## config.mk

```make
export PLATFORM = sky130hd
export DESIGN_NAME = wheel_encoder_decoder_flat
export DESIGN_NICKNAME = d
export VERILOG_FILES = /design/src/rtl/wheel_encoder_decoder_if.sv /design/src/rtl/wheel_encoder_decoder.sv /design/src/flat_wrapper.sv
export SDC_FILE = /design/constraint.sdc
export NUM_CORES = 1
export LEC_CHECK = 0
export CAP_MARGIN = 5
export CORE_UTILIZATION = 35
export CTS_CLUSTER_DIAMETER = 120
export DETAILED_ROUTE_END_ITERATION = 6
export SLEW_MARGIN = 5
export SYNTH_ARGS = -nofsm -noshare
export SYNTH_HDL_FRONTEND = slang
export SYNTH_SLANG_ARGS = --single-unit
```

## constraint.sdc

```tcl
create_clock -name CLK100MHZ -period 6.5 [get_ports CLK100MHZ]
set_input_delay 1.3 -clock CLK100MHZ [delete_from_list [all_inputs] [get_ports CLK100MHZ]]
set_output_delay 1.3 -clock CLK100MHZ [all_outputs]
set_load 0.01 [all_outputs]
```

## src/rtl/wheel_encoder_decoder_if.sv

```systemverilog
// Encoder pins, clear strobe and measurement outputs of the wheel encoder reader.
// master drives the encoder and clear; slave is the decoder side.
interface wheel_encoder_decoder_if #(
    parameter int CNT_W = 16
);
    logic             encA;
    logic             encB;
    logic             clear;
    logic [CNT_W-1:0] position;
    logic [CNT_W-1:0] tick_count;
    logic             direction;
    logic [1:0]       measSpeed;
    logic             sample_valid;
    logic             quad_error;

    modport master (
        output encA,
        output encB,
        output clear,
        input  position,
        input  tick_count,
        input  direction,
        input  measSpeed,
        input  sample_valid,
        input  quad_error
    );

    modport slave (
        input  encA,
        input  encB,
        input  clear,
        output position,
        output tick_count,
        output direction,
        output measSpeed,
        output sample_valid,
        output quad_error
    );
endinterface

```

## src/rtl/wheel_encoder_decoder.sv

```systemverilog
// Quadrature wheel-encoder reader: position count, per-window tick count,
// direction and a 2-bit speed code on the same scale as the drive command.
module wheel_encoder_decoder #(
    parameter int CNT_W         = 16,
    parameter int WINDOW_CYCLES = 10_000_000,
    parameter int THRESH1       = 50,
    parameter int THRESH2       = 150,
    parameter int THRESH3       = 300
) (
    input logic                    CLK100MHZ,
    input logic                    reset,
    wheel_encoder_decoder_if.slave bus
);
    localparam int WIN_W = $clog2(WINDOW_CYCLES);
    localparam int ACC_W = CNT_W + 1;

    localparam logic [WIN_W-1:0] WIN_LAST = WIN_W'(WINDOW_CYCLES - 1);

    localparam logic signed [ACC_W-1:0] ACC_MAX = {1'b0, {CNT_W{1'b1}}};
    localparam logic signed [ACC_W-1:0] ACC_MIN =
        {1'b1, {(CNT_W-1){1'b0}}, 1'b1};

    localparam logic signed [ACC_W+1:0] WIDE_MAX = {2'b00, ACC_MAX};
    localparam logic signed [ACC_W+1:0] WIDE_MIN = {2'b11, ACC_MIN};

    localparam logic [CNT_W-1:0] T1 = CNT_W'(THRESH1);
    localparam logic [CNT_W-1:0] T2 = CNT_W'(THRESH2);
    localparam logic [CNT_W-1:0] T3 = CNT_W'(THRESH3);

    logic aMeta;
    logic aSync;
    logic bMeta;
    logic bSync;
    logic aPrev;
    logic bPrev;

    logic [CNT_W-1:0]        posQ;
    logic signed [ACC_W-1:0] acc;
    logic [WIN_W-1:0]        winCnt;
    logic [CNT_W-1:0]        tickQ;
    logic                    dirQ;
    logic [1:0]              speedQ;
    logic                    validQ;
    logic                    errQ;

    logic signed [1:0]       step;
    logic                    illegal;
    logic signed [ACC_W+1:0] accWide;
    logic signed [ACC_W-1:0] accSat;
    logic [CNT_W-1:0]        tickNext;
    logic [1:0]              speedNext;
    logic                    winEnd;

    always_ff @(posedge CLK100MHZ or negedge reset) begin
        if (!reset) begin
            aMeta <= 1'b0;
            aSync <= 1'b0;
            bMeta <= 1'b0;
            bSync <= 1'b0;
            aPrev <= 1'b0;
            bPrev <= 1'b0;
        end else begin
            aMeta <= bus.encA;
            aSync <= aMeta;
            bMeta <= bus.encB;
            bSync <= bMeta;
            aPrev <= aSync;
            bPrev <= bSync;
        end
    end

    // Forward order is 00 -> 01 -> 11 -> 10 -> 00; both bits moving is illegal.
    always_comb begin
        step    = 2'sd0;
        illegal = 1'b0;
        unique case ({aPrev, bPrev, aSync, bSync})
            4'b0001, 4'b0111, 4'b1110, 4'b1000: step = 2'sd1;
            4'b0100, 4'b1101, 4'b1011, 4'b0010: step = -2'sd1;
            4'b0011, 4'b1100, 4'b0110, 4'b1001: illegal = 1'b1;
            default: step = 2'sd0;
        endcase
    end

    assign accWide = {{2{acc[ACC_W-1]}}, acc}
                   + {{ACC_W{step[1]}}, step};

    always_comb begin
        accSat = accWide[ACC_W-1:0];
        if (accWide > WIDE_MAX) begin
            accSat = ACC_MAX;
        end else if (accWide < WIDE_MIN) begin
            accSat = ACC_MIN;
        end
    end

    // accSat is bounded by +/-(2^CNT_W-1), so its magnitude fits CNT_W bits.
    assign tickNext = accSat[ACC_W-1] ? CNT_W'(-accSat) : CNT_W'(accSat);

    always_comb begin
        speedNext = 2'd3;
        if (tickNext < T1) begin
            speedNext = 2'd0;
        end else if (tickNext < T2) begin
            speedNext = 2'd1;
        end else if (tickNext < T3) begin
            speedNext = 2'd2;
        end
    end

    assign winEnd = (winCnt == WIN_LAST);

    always_ff @(posedge CLK100MHZ or negedge reset) begin
        if (!reset) begin
            posQ   <= '0;
            acc    <= '0;
            winCnt <= '0;
            tickQ  <= '0;
            dirQ   <= 1'b1;
            speedQ <= 2'd0;
            validQ <= 1'b0;
            errQ   <= 1'b0;
        end else begin
            validQ <= 1'b0;
            if (bus.clear) begin
                posQ   <= '0;
                acc    <= '0;
                winCnt <= '0;
                errQ   <= 1'b0;
            end else begin
                posQ <= posQ + CNT_W'(step);
                if (illegal) begin
                    errQ <= 1'b1;
                end
                if (winEnd) begin
                    winCnt <= '0;
                    acc    <= '0;
                    tickQ  <= tickNext;
                    speedQ <= speedNext;
                    validQ <= 1'b1;
                    if (accSat[ACC_W-1]) begin
                        dirQ <= 1'b0;
                    end else if (accSat != '0) begin
                        dirQ <= 1'b1;
                    end
                end else begin
                    winCnt <= winCnt + WIN_W'(1);
                    acc    <= accSat;
                end
            end
        end
    end

    assign bus.position     = posQ;
    assign bus.tick_count   = tickQ;
    assign bus.direction    = dirQ;
    assign bus.measSpeed    = speedQ;
    assign bus.sample_valid = validQ;
    assign bus.quad_error   = errQ;
endmodule
```

## src/flat_wrapper.sv

```systemverilog
// flat-port wrapper written by rule: the top's interface ports become plain ports
module wheel_encoder_decoder_flat 
#(
    parameter int CNT_W         = 16,
    parameter int WINDOW_CYCLES = 10_000_000,
    parameter int THRESH1       = 50,
    parameter int THRESH2       = 150,
    parameter int THRESH3       = 300
)
  (CLK100MHZ, reset, bus_encA, bus_encB, bus_clear, bus_position, bus_tick_count, bus_direction, bus_measSpeed, bus_sample_valid, bus_quad_error);
  wheel_encoder_decoder_if #(.CNT_W(CNT_W)) bus_i ();
  input logic CLK100MHZ;
  input logic reset;
  input wire logic [$bits(bus_i.encA)-1:0] bus_encA;
  input wire logic [$bits(bus_i.encB)-1:0] bus_encB;
  input wire logic [$bits(bus_i.clear)-1:0] bus_clear;
  output wire logic [$bits(bus_i.position)-1:0] bus_position;
  output wire logic [$bits(bus_i.tick_count)-1:0] bus_tick_count;
  output wire logic [$bits(bus_i.direction)-1:0] bus_direction;
  output wire logic [$bits(bus_i.measSpeed)-1:0] bus_measSpeed;
  output wire logic [$bits(bus_i.sample_valid)-1:0] bus_sample_valid;
  output wire logic [$bits(bus_i.quad_error)-1:0] bus_quad_error;
  assign bus_i.encA = bus_encA;
  assign bus_i.encB = bus_encB;
  assign bus_i.clear = bus_clear;
  assign bus_position = bus_i.position;
  assign bus_tick_count = bus_i.tick_count;
  assign bus_direction = bus_i.direction;
  assign bus_measSpeed = bus_i.measSpeed;
  assign bus_sample_valid = bus_i.sample_valid;
  assign bus_quad_error = bus_i.quad_error;
  wheel_encoder_decoder #(.CNT_W(CNT_W), .WINDOW_CYCLES(WINDOW_CYCLES), .THRESH1(THRESH1), .THRESH2(THRESH2), .THRESH3(THRESH3)) u_core (.CLK100MHZ(CLK100MHZ), .reset(reset), .bus(bus_i));
endmodule
```

==> impl_metrics.json <==
{
  "slowest_delay_ns": 0.69,
  "dr.pass1.iters": 5,
  "cts_root_buf": "clkbuf_16",
  "clk_pin_slew_ns": 0.06,
  "antenna_left": 0,
  "startpoint_type": "flop",
  "numCtsBuffers": 9,
  "yosysWarnings": 0,
  "grt_pass1_vias": 4798,
  "ir_worst_vdd_v": 0.000189,
  "io_buffer_count": 41,
  "cts_hold_buf": 0,
  "fillers": 1603,
  "worst_slew_pin_slew_ns": 0.876,
  "finalMaxSlewViolations": 0,
  "cts.sinks": 84,
  "synth_commonest_cells": "nor2_1, dfrtp_1, nand2_1",
  "worstPathArrival_ns": 6.16,
  "drv_cap": 0,
  "synth.avg_cell_area_um2": 8.98,
  "synth_seq_cells": 84,
  "die_width_um": 130,
  "power_uw": 2880,
  "clockBufferDepth": 2,
  "fmax_mhz": 169,
  "postCtsResizedCells": 0,
  "ys_seq_area_frac": 0.367,
  "worst_path_max_delay_cell": "nor2_2",
  "drt-initial-drc-count": 269,
  "power.net_switching_uw": 1290,
  "synth_nets": 679,
  "synth_cells": 638,
  "post-cts-setup-buffer-count": 0,
  "grt_pass1_wl_mm": 23.1,
  "synth_area_mm2": 0.00573,
  "setup_tns_ns": 0,
  "viasPerCell": 5.31,
  "synth_largest_area_cell": "dfrtp_1",
  "fin_crit_sh": 0.912,
  "track_usage": 0.173,
  "slew_headroom": 0.415,
  "rows": 46,
  "cellPowerDensity_mw_per_mm2": 431,
  "pwr-share-seq": 0.222,
  "p_sw_frac": 0.449,
  "synth_edf_count": 0,
  "path_cells": "xor2_1 > nor2_2 > ha_1 > a21o_1 > or2_1 > o2111ai_1 > a211oi_1 > a311oi_1 > and4_4 > a21oi_4 > nand2b_1 > o21ai_0 > ha_1 > nand2_1 > a21boi_0 > o221a_2 > and2_1 > o21ai_2 > a31o_1 > nand2_1 > o22a_1",
  "grt_max_degree": 55,
  "grt_setup_unrepaired": "no",
  "drive_gt1_frac": 0.0854,
  "nNetsFinal": 715,
  "crit_path_max_fanout": 18,
  "clock_power_share": 0.184,
  "ys.flop_type": "dfrtp_1",
  "yosys-top-cells-area": "dfrtp_1, ha_1, nor2_1",
  "hpwl_mm": 10.0,
  "die_area_mm2": 0.0169,
  "fin_util": 0.419,
  "end_kind": "flop",
  "status": "complete, no violations",
  "cts_tree": "done",
  "coreArea_mm2": 0.0159,
  "synthArstFlopShare": 1.00,
  "combPwrFrac": 0.594,
  "setup_viol": 0,
  "synth_top_area_frac": 0.363,
  "hold_viol_final": 0,
  "die_height_um": 130,
  "crit_type": "flop to flop",
  "required_ns": 6.73,
  "grt_overflow_total": 0,
  "ys_types": 88,
  "p_int_uw": 1590,
  "antenna_cells": 0,
  "hold_path_class": "flop to flop",
  "hold_ws_ns": 0.356,
  "wirelength_mm": 13.4,
  "ios": 42,
  "num_vias": 4754,
  "skew_ns": 0.00792,
  "antenna_found_initial": 0,
  "routedWlPerCell_um": 15.0,
  "start_util": 0.359,
  "routabilityCongestion": 0.892,
  "syn_to_final_growth_pct": 16.5,
  "period_minus_slack_ns": 5.93,
  "clk_latency_ns": 0.35,
  "synth_most_common_cell": "nor2_1",
  "htreeDepth": 3,
  "p_leak_uw": 0.00289,
  "drcViolationCount": 0
}
-- per-layer routing --
layer	global-route usage	routed length (um)	share of wire
met1	0.228	6330	0.47
met2	0.281	6370	0.47
met3	0.0324	445	0.033
met4	0.0657	284	0.021
met5	0	0	0
-- kinds of logic after synthesis --
kind of cell | Yosys count | synth area share
AND/OR/NAND/NOR | 254 | 0.216
AO/OA/AOI/OAI | 159 | 0.205
flip-flops | 84 | 0.367
XOR/XNOR | 55 | 0.0854
buffers and inverters | 41 | 0.0295
adder cells (fa/ha/maj) | 41 | 0.0900
multiplexers | 4 | 0.00721
-- power by group through the flow --
stage | Clock (uW) | Sequential [uW] | Combinational [uW]
2_1_floorplan | 0 | 652 | 1260
3_3_place_gp | 0 | 648 | 1670
3_5_place_dp | 0 | 649 | 1700
4_1_cts | 548 | 640 | 1710
5_1_grt | 564 | 648 | 1890
6_report | 529 | 638 | 1710
-- layout by cell type, fill, tap and decap left out, drive strengths merged, types with 20 or more instances in the layout --
cell            n
nor2           90
dfrtp          83
nand2          63
clkdlybuf4s50  40
a21oi          39
ha             34
xor2           30
o21ai          28
xnor2          25
nand3          20
-- per-stage QoR --
step	setup WS, ns	cells	cell area, um^2
after floorplan	0.409	638	5730
after global placement	0.711	879	6370
after detailed placement	0.585	879	6370
after CTS	0.549	895	6670
after global routing	0.0359	895	6670
final	0.569	895	6670
-- final timing paths --
kind	slack, ns	from	cells past startpoint	end
max in group asynchronous	4.58	reset	2	u_core.acc[9]
max reg2reg	0.57	u_core.bSync	21	u_core.bus.measSpeed[1]
max	0.57	u_core.bSync	21	u_core.bus.measSpeed[1]
min reg2reg	0.36	u_core.aMeta	0	u_core.aSync
min	0.36	u_core.aMeta	0	u_core.aSync
min in group asynchronous	0.88	reset	1	u_core.acc[16]
-- critical path, delay by kind of cell, from the launching register on --
kind | cells | cell delay [ns]
adders and majority gates | 2 | 0.86
DFF | 1 | 0.41
and+or+nand+nor | 7 | 1.93
xor gates and xnor gates | 1 | 0.18
AOI/OAI and AO/OA | 11 | 2.45
-- final cells by class --
class / instances / area [um^2] / share of cell area
Clock buffer: 12 / 246 / 0.0369
Clock inverter: 4 / 56.3 / 0.00844
Inverter: 17 / 63.8 / 0.00956
Multi-Input combinational cell: 513 / 3470 / 0.519
Sequential cell: 84 / 2100 / 0.315
Tap cell: 216 / 270 / 0.0405
Timing Repair Buffer: 49 / 468 / 0.0701
-- sequential cells by signal (all words and copies together), names as in the netlist --
signal,cells
u_core.winCnt,24
u_core.acc,17
u_core.bus.position,16
u_core.bus.tick_count,16
u_core.bus.measSpeed,2
u_core.aMeta,1
u_core.aPrev,1
u_core.aSync,1
u_core.bMeta,1
u_core.bPrev,1
u_core.bSync,1
u_core.bus.direction,1
u_core.bus.quad_error,1
u_core.bus.sample_valid,1
No activity file was read; power rests on OpenSTA's default activity.
